File: config.mk
export PLATFORM = sky130hd
export DESIGN_NAME = cam_msg_tracker
export DESIGN_NICKNAME = d
export VERILOG_FILES = /design/src/rtl/cam_msg_tracker.sv
export SDC_FILE = /design/constraint.sdc
export NUM_CORES = 1
export LEC_CHECK = 0
export CAP_MARGIN = 20
export CORE_UTILIZATION = 49
export DETAILED_ROUTE_END_ITERATION = 8
export PLACE_DENSITY_LB_ADDON = 0.15
export SETUP_SLACK_MARGIN = 0.15
export SYNTH_ARGS = -nofsm -noshare
export SYNTH_HDL_FRONTEND = slang
export SYNTH_SLANG_ARGS = --single-unit
File: constraint.sdc
create_clock -name clk -period 4.4 [get_ports clk]
set_input_delay 0.44 -clock clk [delete_from_list [all_inputs] [get_ports clk]]
set_output_delay 0.44 -clock clk [all_outputs]
set_load 0.05 [all_outputs]
File: src/rtl/cam_msg_tracker.sv
// Circular CAM write controller: writes message beats, queues (start, end, len) descriptors,
// and frees CAM words only when the consumer pops a descriptor. Stats macro: CAM_MSG_TRACKER_STATS_EN.
module cam_msg_tracker #(
    parameter int DATA_WIDTH = 32,
    parameter int ADDR_WIDTH = 5,
    parameter int DESC_DEPTH = 4
) (
    input  logic                  clk,
    input  logic                  rst_n,
    input  logic                  wr_cs_i,
    input  logic                  wr_en_i,
    input  logic [DATA_WIDTH-1:0] data_i,
    input  logic                  start_message_i,
    input  logic                  end_message_i,
    output logic                  cam_write_o,
    output logic [ADDR_WIDTH-1:0] cam_write_index_o,
    output logic [DATA_WIDTH-1:0] cam_write_data_o,
    output logic                  desc_valid_o,
    input  logic                  desc_ready_i,
    output logic [ADDR_WIDTH-1:0] desc_start_o,
    output logic [ADDR_WIDTH-1:0] desc_end_o,
    output logic [ADDR_WIDTH:0]   desc_len_o,
    output logic [ADDR_WIDTH:0]   cam_used_o,
    output logic                  overflow_o,
    output logic                  proto_err_o
`ifdef CAM_MSG_TRACKER_STATS_EN
    ,
    output logic [15:0]           msg_count_o,
    output logic [15:0]           drop_count_o
`endif
);

    localparam int QW = $clog2(DESC_DEPTH);
    localparam logic [ADDR_WIDTH:0] CAM_DEPTH_W  = {1'b1, {ADDR_WIDTH{1'b0}}};
    localparam logic [QW:0]         DESC_DEPTH_W = (QW+1)'(DESC_DEPTH);

    typedef enum logic [1:0] {IDLE, IN_MSG, DROP} state_t;

    state_t                state;
    logic [ADDR_WIDTH-1:0] wr_ptr;
    logic [ADDR_WIDTH-1:0] msg_start;
    logic [ADDR_WIDTH:0]   cur_len;
    logic [ADDR_WIDTH:0]   cam_used;

    logic [ADDR_WIDTH-1:0] q_start [DESC_DEPTH];
    logic [ADDR_WIDTH-1:0] q_end   [DESC_DEPTH];
    logic [ADDR_WIDTH:0]   q_len   [DESC_DEPTH];
    logic [QW-1:0]         q_rd;
    logic [QW-1:0]         q_wr;
    logic [QW:0]           q_count;

    logic                  beat, pop, q_room;
    logic                  opening, restart, continuing, stray, take, cam_full;
    logic                  ovf, wr_go, push;
    logic [ADDR_WIDTH-1:0] base_ptr, seg_start, push_end;
    logic [ADDR_WIDTH:0]   cont_len, new_len, held_used, head_len, used_next;

    assign desc_valid_o = (q_count != '0);
    assign desc_start_o = desc_valid_o ? q_start[q_rd] : '0;
    assign desc_end_o   = desc_valid_o ? q_end[q_rd]   : '0;
    assign desc_len_o   = desc_valid_o ? q_len[q_rd]   : '0;
    assign cam_used_o   = cam_used;

    // A start beat inside an open message first abandons it (pointer and space rewound),
    // then is handled exactly like a start beat from IDLE at the rewound address.
    always_comb begin
        beat       = wr_cs_i & wr_en_i;
        pop        = desc_valid_o & desc_ready_i;
        q_room     = (q_count != DESC_DEPTH_W) | pop;
        opening    = beat & start_message_i;
        restart    = opening & (state == IN_MSG);
        continuing = beat & ~start_message_i & (state == IN_MSG);
        stray      = beat & ~start_message_i & (state == IDLE);
        take       = opening | continuing;
        base_ptr   = restart ? msg_start : wr_ptr;
        seg_start  = opening ? base_ptr : msg_start;
        cont_len   = opening ? '0 : cur_len;
        new_len    = cont_len + 1'b1;
        held_used  = restart ? (cam_used - cur_len) : cam_used;
        cam_full   = (held_used == CAM_DEPTH_W);
        ovf        = take & (cam_full | (end_message_i & ~q_room));
        wr_go      = take & ~ovf;
        push       = wr_go & end_message_i;
        push_end   = seg_start + new_len[ADDR_WIDTH-1:0] - 1'b1;
        head_len   = q_len[q_rd];
        // Full check above deliberately ignores a same-cycle pop.
        used_next  = held_used;
        if (ovf)   used_next = used_next - cont_len;
        if (wr_go) used_next = used_next + 1'b1;
        if (pop)   used_next = used_next - head_len;
    end

    always_ff @(posedge clk) begin
        if (!rst_n) begin
            state             <= IDLE;
            wr_ptr            <= '0;
            msg_start         <= '0;
            cur_len           <= '0;
            cam_used          <= '0;
            cam_write_o       <= 1'b0;
            cam_write_index_o <= '0;
            cam_write_data_o  <= '0;
            overflow_o        <= 1'b0;
            proto_err_o       <= 1'b0;
        end else begin
            cam_write_o <= wr_go;
            overflow_o  <= ovf;
            proto_err_o <= stray | restart;
            cam_used    <= used_next;
            if (wr_go) begin
                cam_write_index_o <= base_ptr;
                cam_write_data_o  <= data_i;
            end
            if (opening) begin
                msg_start <= base_ptr;
            end
            if (wr_go) begin
                wr_ptr  <= base_ptr + 1'b1;
                state   <= push ? IDLE : IN_MSG;
                cur_len <= push ? '0 : new_len;
            end else if (ovf) begin
                wr_ptr  <= seg_start;
                state   <= end_message_i ? IDLE : DROP;
                cur_len <= '0;
            end else if (beat && state == DROP && end_message_i) begin
                state <= IDLE;
            end
        end
    end

    always_ff @(posedge clk) begin
        if (push) begin
            q_start[q_wr] <= seg_start;
            q_end[q_wr]   <= push_end;
            q_len[q_wr]   <= new_len;
        end
    end

    always_ff @(posedge clk) begin
        if (!rst_n) begin
            q_rd    <= '0;
            q_wr    <= '0;
            q_count <= '0;
        end else begin
            if (push) q_wr <= q_wr + 1'b1;
            if (pop)  q_rd <= q_rd + 1'b1;
            case ({push, pop})
                2'b10:   q_count <= q_count + 1'b1;
                2'b01:   q_count <= q_count - 1'b1;
                default: q_count <= q_count;
            endcase
        end
    end

`ifdef CAM_MSG_TRACKER_STATS_EN
    logic [16:0] msg_sum;
    logic [16:0] drop_sum;

    // A restart that then fails its commit counts as two dropped messages.
    always_comb begin
        msg_sum  = {1'b0, msg_count_o} + 17'(push);
        drop_sum = {1'b0, drop_count_o} + 17'(ovf) + 17'(restart);
    end

    always_ff @(posedge clk) begin
        if (!rst_n) begin
            msg_count_o  <= '0;
            drop_count_o <= '0;
        end else begin
            msg_count_o  <= msg_sum[16]  ? 16'hFFFF : msg_sum[15:0];
            drop_count_o <= drop_sum[16] ? 16'hFFFF : drop_sum[15:0];
        end
    end
`endif

endmodule
==> report_table.html <==
<table>
<tr><th>Metric</th><th>Value</th></tr>
<tr><th colspan="2">Hold path</th></tr>
<tr><td>Hold Path Depth</td><td>2</td></tr>
<tr><td>Worst min path class</td><td>reg2reg</td></tr>
<tr><td>Start point of the worst min-delay path</td><td>cam_write_data_o[14]</td></tr>
<tr><th colspan="2">Synthesis</th></tr>
<tr><td>Leading post-synthesis cells by cell area</td><td>sky130_fd_sc_hd__edfxtp_1, sky130_fd_sc_hd__dfxtp_1, sky130_fd_sc_hd__nand2_1</td></tr>
<tr><td>Post-synthesis area per instance</td><td>10.4 µm²</td></tr>
<tr><td>Number of warning messages in the yosys log</td><td>0</td></tr>
<tr><td>Synth Register Bits</td><td>137</td></tr>
<tr><td>Post-synthesis cell count</td><td>644</td></tr>
<tr><td>Ys async rst share</td><td>0%</td></tr>
<tr><td>Net Count, Synth</td><td>718</td></tr>
<tr><td>Cell type contributing the most total cell area after synthesis</td><td>sky130_fd_sc_hd__edfxtp_1</td></tr>
<tr><td>Leading register cell type out of synthesis</td><td>sky130_fd_sc_hd__dfxtp_1</td></tr>
<tr><td>Synthesized cell area</td><td>0.00668 mm²</td></tr>
<tr><td>Distinct cell type count of the synthesized netlist</td><td>62</td></tr>
<tr><td>Sequential area share after synthesis</td><td>50.7%</td></tr>
<tr><td>Number of enable-type register cells in the synthesized netlist</td><td>64</td></tr>
<tr><td>Portion of synthesized cell area occupied by the leading cell type</td><td>28.8%</td></tr>
<tr><th colspan="2">STA</th></tr>
<tr><td>Pin slew with the least headroom to its limit</td><td>0.882 ns</td></tr>
<tr><td>Endpoints failing hold</td><td>0</td></tr>
<tr><td>Maximum operating frequency</td><td>0.241 GHz</td></tr>
<tr><td>Setup repair after global routing missed its margin</td><td>true</td></tr>
<tr><td>Worst slew slack as a fraction of its limit</td><td>40.8%</td></tr>
<tr><td>Setup violations, final</td><td>0</td></tr>
<tr><td>Worst clock skew</td><td>0.00955 ns</td></tr>
<tr><td>Smallest hold slack</td><td>0.452 ns</td></tr>
<tr><td>Final Critical Period</td><td>4.15 ns</td></tr>
<tr><td>Final worst-path cycle share</td><td>94.3%</td></tr>
<tr><td>Number of max-slew violations in the final report</td><td>0</td></tr>
<tr><th colspan="2">CTS</th></tr>
<tr><td>Largest buffer count on any clock path</td><td>2</td></tr>
<tr><td>Hold bufs inserted after CTS</td><td>0</td></tr>
<tr><td>CTS tree</td><td>done</td></tr>
<tr><td>CTS sink count</td><td>137</td></tr>
<tr><td>CTS Root Buffer Type</td><td>sky130_fd_sc_hd__clkbuf_16</td></tr>
<tr><td>CTS Buf Count</td><td>17</td></tr>
<tr><td>CTS HTree Levels</td><td>4</td></tr>
<tr><td>Skew-Pair Late Insertion Delay</td><td>0.42 ns</td></tr>
<tr><td>Clock Pin Slew Worst Setup and Hold Paths</td><td>0.06 ns</td></tr>
<tr><th colspan="2">Finish</th></tr>
<tr><td>Final instance area</td><td>0.00873 mm²</td></tr>
<tr><td>Fraction of layout cells with a size suffix above 1</td><td>15.3%</td></tr>
<tr><td>Area occupied by registers</td><td>0.00339 mm²</td></tr>
<tr><td>Top library cells by usage in the layout, fill and taps aside</td><td>sky130_fd_sc_hd__nand2_1, sky130_fd_sc_hd__clkdlybuf4s50_1, sky130_fd_sc_hd__dfxtp_1</td></tr>
<tr><td>Leading cell type in the layout, fill and taps excluded</td><td>sky130_fd_sc_hd__nand2_1</td></tr>
<tr><td>Final-layout fill cell count</td><td>1,061</td></tr>
<tr><td>Area Overhead vs Synth</td><td>30.7%</td></tr>
<tr><td>Area of the multi-input gates</td><td>0.00305 mm²</td></tr>
<tr><td>Inserted Diodes</td><td>0</td></tr>
<tr><td>NumNets Final</td><td>853</td></tr>
<tr><th colspan="2">Power and ir drop</th></tr>
<tr><td>Switching Fraction</td><td>38.2%</td></tr>
<tr><td>Leakage Power</td><td>0.00327 µW</td></tr>
<tr><td>Combinational cell fraction of total power</td><td>42.0%</td></tr>
<tr><td>Worst VDD drop</td><td>0.304 mV</td></tr>
<tr><td>PD cells</td><td>562 mW/mm²</td></tr>
<tr><td>Clock share of power</td><td>26.7%</td></tr>
<tr><td>Internal cell power</td><td>3030 µW</td></tr>
<tr><td>NetSw</td><td>1870 µW</td></tr>
<tr><td>Sequential cell fraction of total power</td><td>31.3%</td></tr>
<tr><th colspan="2">Drt</th></tr>
<tr><td>Via density per instance</td><td>5.42</td></tr>
<tr><td>Number of vias in the routed layout</td><td>5,247</td></tr>
<tr><td># DRC</td><td>0</td></tr>
<tr><td>Initial DRC Count</td><td>343</td></tr>
<tr><td>Number of iterations in the first detailed-routing pass</td><td>5</td></tr>
<tr><td>Antenna-violating nets left</td><td>0</td></tr>
<tr><td>Final Routed Wirelength</td><td>16.5 mm</td></tr>
<tr><td>Mean routed wirelength per cell</td><td>17.1 µm</td></tr>
<tr><th colspan="2">Critical path</th></tr>
<tr><td>Flop2flop setup slack</td><td>0.25 ns</td></tr>
<tr><td>Crit start category</td><td>flop</td></tr>
<tr><td>Data required time of the critical path</td><td>4.69 ns</td></tr>
<tr><td>Setup Crit Path Kind</td><td>reg2reg</td></tr>
<tr><td>Data arrival, critical path</td><td>4.44 ns</td></tr>
<tr><td>Endpoint of the most critical register-to-register path</td><td>cam_used_o[5]</td></tr>
<tr><td>Beginning of the worst register-to-register path</td><td>cam_used_o[0]</td></tr>
<tr><td>End point of the critical path</td><td>cam_used_o[5]</td></tr>
<tr><td>Depth of the worst register-to-register path</td><td>23</td></tr>
<tr><td>Launching instance or port of the critical path</td><td>cam_used_o[0]</td></tr>
<tr><td>Element type at the critical path end</td><td>flop</td></tr>
<tr><td>Worst-path fanout max</td><td>4</td></tr>
<tr><th colspan="2">Die</th></tr>
<tr><td>Area of the core</td><td>0.0132 mm²</td></tr>
<tr><td>Die Area</td><td>0.0141 mm²</td></tr>
<tr><td>Die extent in y</td><td>119 µm</td></tr>
<tr><td>Cell row count</td><td>42</td></tr>
<tr><td>I/O pins</td><td>102</td></tr>
<tr><td>Width of the die</td><td>119 µm</td></tr>
<tr><td>Starting density of the core</td><td>50.4%</td></tr>
<tr><th colspan="2">Global routing</th></tr>
<tr><td>Gr usage total</td><td>24.8%</td></tr>
<tr><td>Overflow left after global routing</td><td>0</td></tr>
<tr><td>Number of global-route vias before repair</td><td>5,456</td></tr>
<tr><td>Initial antenna violation count</td><td>0</td></tr>
<tr><td>Maximum number of pins on one net before global-route repair</td><td>57</td></tr>
<tr><td>Wire length of the first global-routing pass</td><td>26.9 mm</td></tr>
<tr><th colspan="2">Placed design</th></tr>
<tr><td>Cell area after placement</td><td>0.00811 mm²</td></tr>
<tr><td>Weighted congestion at the end of routability-driven global placement</td><td>0.905</td></tr>
<tr><td>HPWL after detailed placement</td><td>11.8 mm</td></tr>
<tr><td># port buffers</td><td>101</td></tr>
<tr><th colspan="2">Outcome</th></tr>
<tr><td>Outcome</td><td>completed</td></tr>
<tr><th colspan="2">Run</th></tr>
<tr><td>Maximum capacitance violations</td><td>0</td></tr>
</table>
-- cells in the mapped netlist (6+ instances only) --
library cell,count
sky130_fd_sc_hd__xnor2_1,16
sky130_fd_sc_hd__nand3_1,8
sky130_fd_sc_hd__ha_1,30
sky130_fd_sc_hd__a21o_1,8
sky130_fd_sc_hd__dfxtp_1,73
sky130_fd_sc_hd__and2_1,12
sky130_fd_sc_hd__mux2i_1,12
sky130_fd_sc_hd__and3_1,9
sky130_fd_sc_hd__clkbuf_1,19
sky130_fd_sc_hd__mux4_2,16
sky130_fd_sc_hd__xor2_1,11
sky130_fd_sc_hd__inv_1,47
sky130_fd_sc_hd__edfxtp_1,64
sky130_fd_sc_hd__a211oi_1,8
sky130_fd_sc_hd__a22oi_1,6
sky130_fd_sc_hd__nor3_1,6
sky130_fd_sc_hd__nand2_1,103
sky130_fd_sc_hd__a21oi_1,56
sky130_fd_sc_hd__nor2_1,58
sky130_fd_sc_hd__o21ai_0,12
-- flip-flops by register name, summed over array words and instances, names as in the netlist, 2 cells and up, named ones only --
name               cells
state                  2
q_start               20
cur_len                6
cam_write_data_o      32
q_wr                   2
q_count                3
q_rd                   2
cam_used_o             6
cam_write_index_o      5
wr_ptr                 5
q_len                 24
msg_start              5
q_end                 20
-- kinds of logic (layout without fill, tap and decap cells) --
kind of cell    Yosys count  in the layout  synth area share (%)
xor+xnor                 27             27                  3.54
buf+inv                  77            225                  4.52
compound gates          121            121                  12.3
mux                      28             28                  7.20
simple gates            219            219                  14.7
flops                   137            137                  50.7
fa+ha+maj                35             35                  7.12
-- timing repair --
item                       in CTS  in global routing
setup endpoints to repair       1                  2
gates resized for setup         3                  8
setup buffers                   3                  3
pin swaps                      11                 10
cloned                          0                  0
-- through the flow --
stage | setup slack [ns] | total power, µW | instances | setup TNS (ns) | utilization [%]
final | 0.250 | 4910 | 968 | 0 | 65.9
after global routing | 0.0370 | 5150 | 968 | 0 | 65.9
after CTS | 0.140 | 4880 | 965 | 0 | 65.5
after detailed placement | -0.0666 | 3550 | 930 | -0.0666 | 61.2
after global placement | 0.0789 | 3490 | 929 | 0 | 61.1
after floorplan | 0.196 | 2910 | 644 | 0 | -
-- cell type report --
cell class	count	area share (%)
well taps	176	2.52
clock buffers	20	5.00
repair buffers	144	15.4
flip-flops and latches	137	38.9
multi-input cells	430	34.9
inverters	49	2.11
clock inverters	12	1.13
-- critical path, cell delays in order, from the launching register on --
cell	delay, ns
sky130_fd_sc_hd__dfxtp_4	0.35
sky130_fd_sc_hd__inv_1	0.05
sky130_fd_sc_hd__ha_1	0.15
sky130_fd_sc_hd__inv_1	0.05
sky130_fd_sc_hd__fa_2	0.35
sky130_fd_sc_hd__and3_4	0.16
sky130_fd_sc_hd__or3_4	0.34
sky130_fd_sc_hd__a21oi_4	0.19
sky130_fd_sc_hd__a31oi_4	0.12
sky130_fd_sc_hd__nor2_4	0.14
sky130_fd_sc_hd__buf_4	0.12
sky130_fd_sc_hd__a21oi_1	0.05
sky130_fd_sc_hd__ha_1	0.29
sky130_fd_sc_hd__o21ai_2	0.06
sky130_fd_sc_hd__mux2i_2	0.21
sky130_fd_sc_hd__ha_1	0.28
sky130_fd_sc_hd__a21o_1	0.17
sky130_fd_sc_hd__a21oi_2	0.14
sky130_fd_sc_hd__o21bai_1	0.09
sky130_fd_sc_hd__a21oi_2	0.14
sky130_fd_sc_hd__mux2i_1	0.23
sky130_fd_sc_hd__xnor2_1	0.16
sky130_fd_sc_hd__xnor2_1	0.13
sky130_fd_sc_hd__nor2_1	0.05
-- metal layers --
| layer | wire (µm) | global-route usage [%] |
|---|---|---|
| met5 | 0 | 0 |
| met4 | 264 | 6.88 |
| met3 | 1110 | 7.92 |
| met2 | 8220 | 42.9 |
| met1 | 6910 | 29.5 |
-- worst min path at each step --
| stage | end | slack, ns |
|---|---|---|
| floorplan | proto_err_o | 0.42 |
| global placement | proto_err_o | 0.44 |
| detailed placement | cam_write_data_o[22] | 0.45 |
| CTS | cam_write_data_o[14] | 0.46 |
| global route | cam_write_data_o[14] | 0.48 |
| finish | cam_write_data_o[14] | 0.45 |
-- power groups by stage --
stage	Clock [µW]	Combinational [µW]	Sequential [µW]
after global placement	0	1930	1560
after global routing	1380	2220	1550
final	1310	2060	1540
after floorplan	0	1150	1760
after CTS	1330	2020	1540
after detailed placement	0	1990	1560
Power figures use the tool's default switching activity.
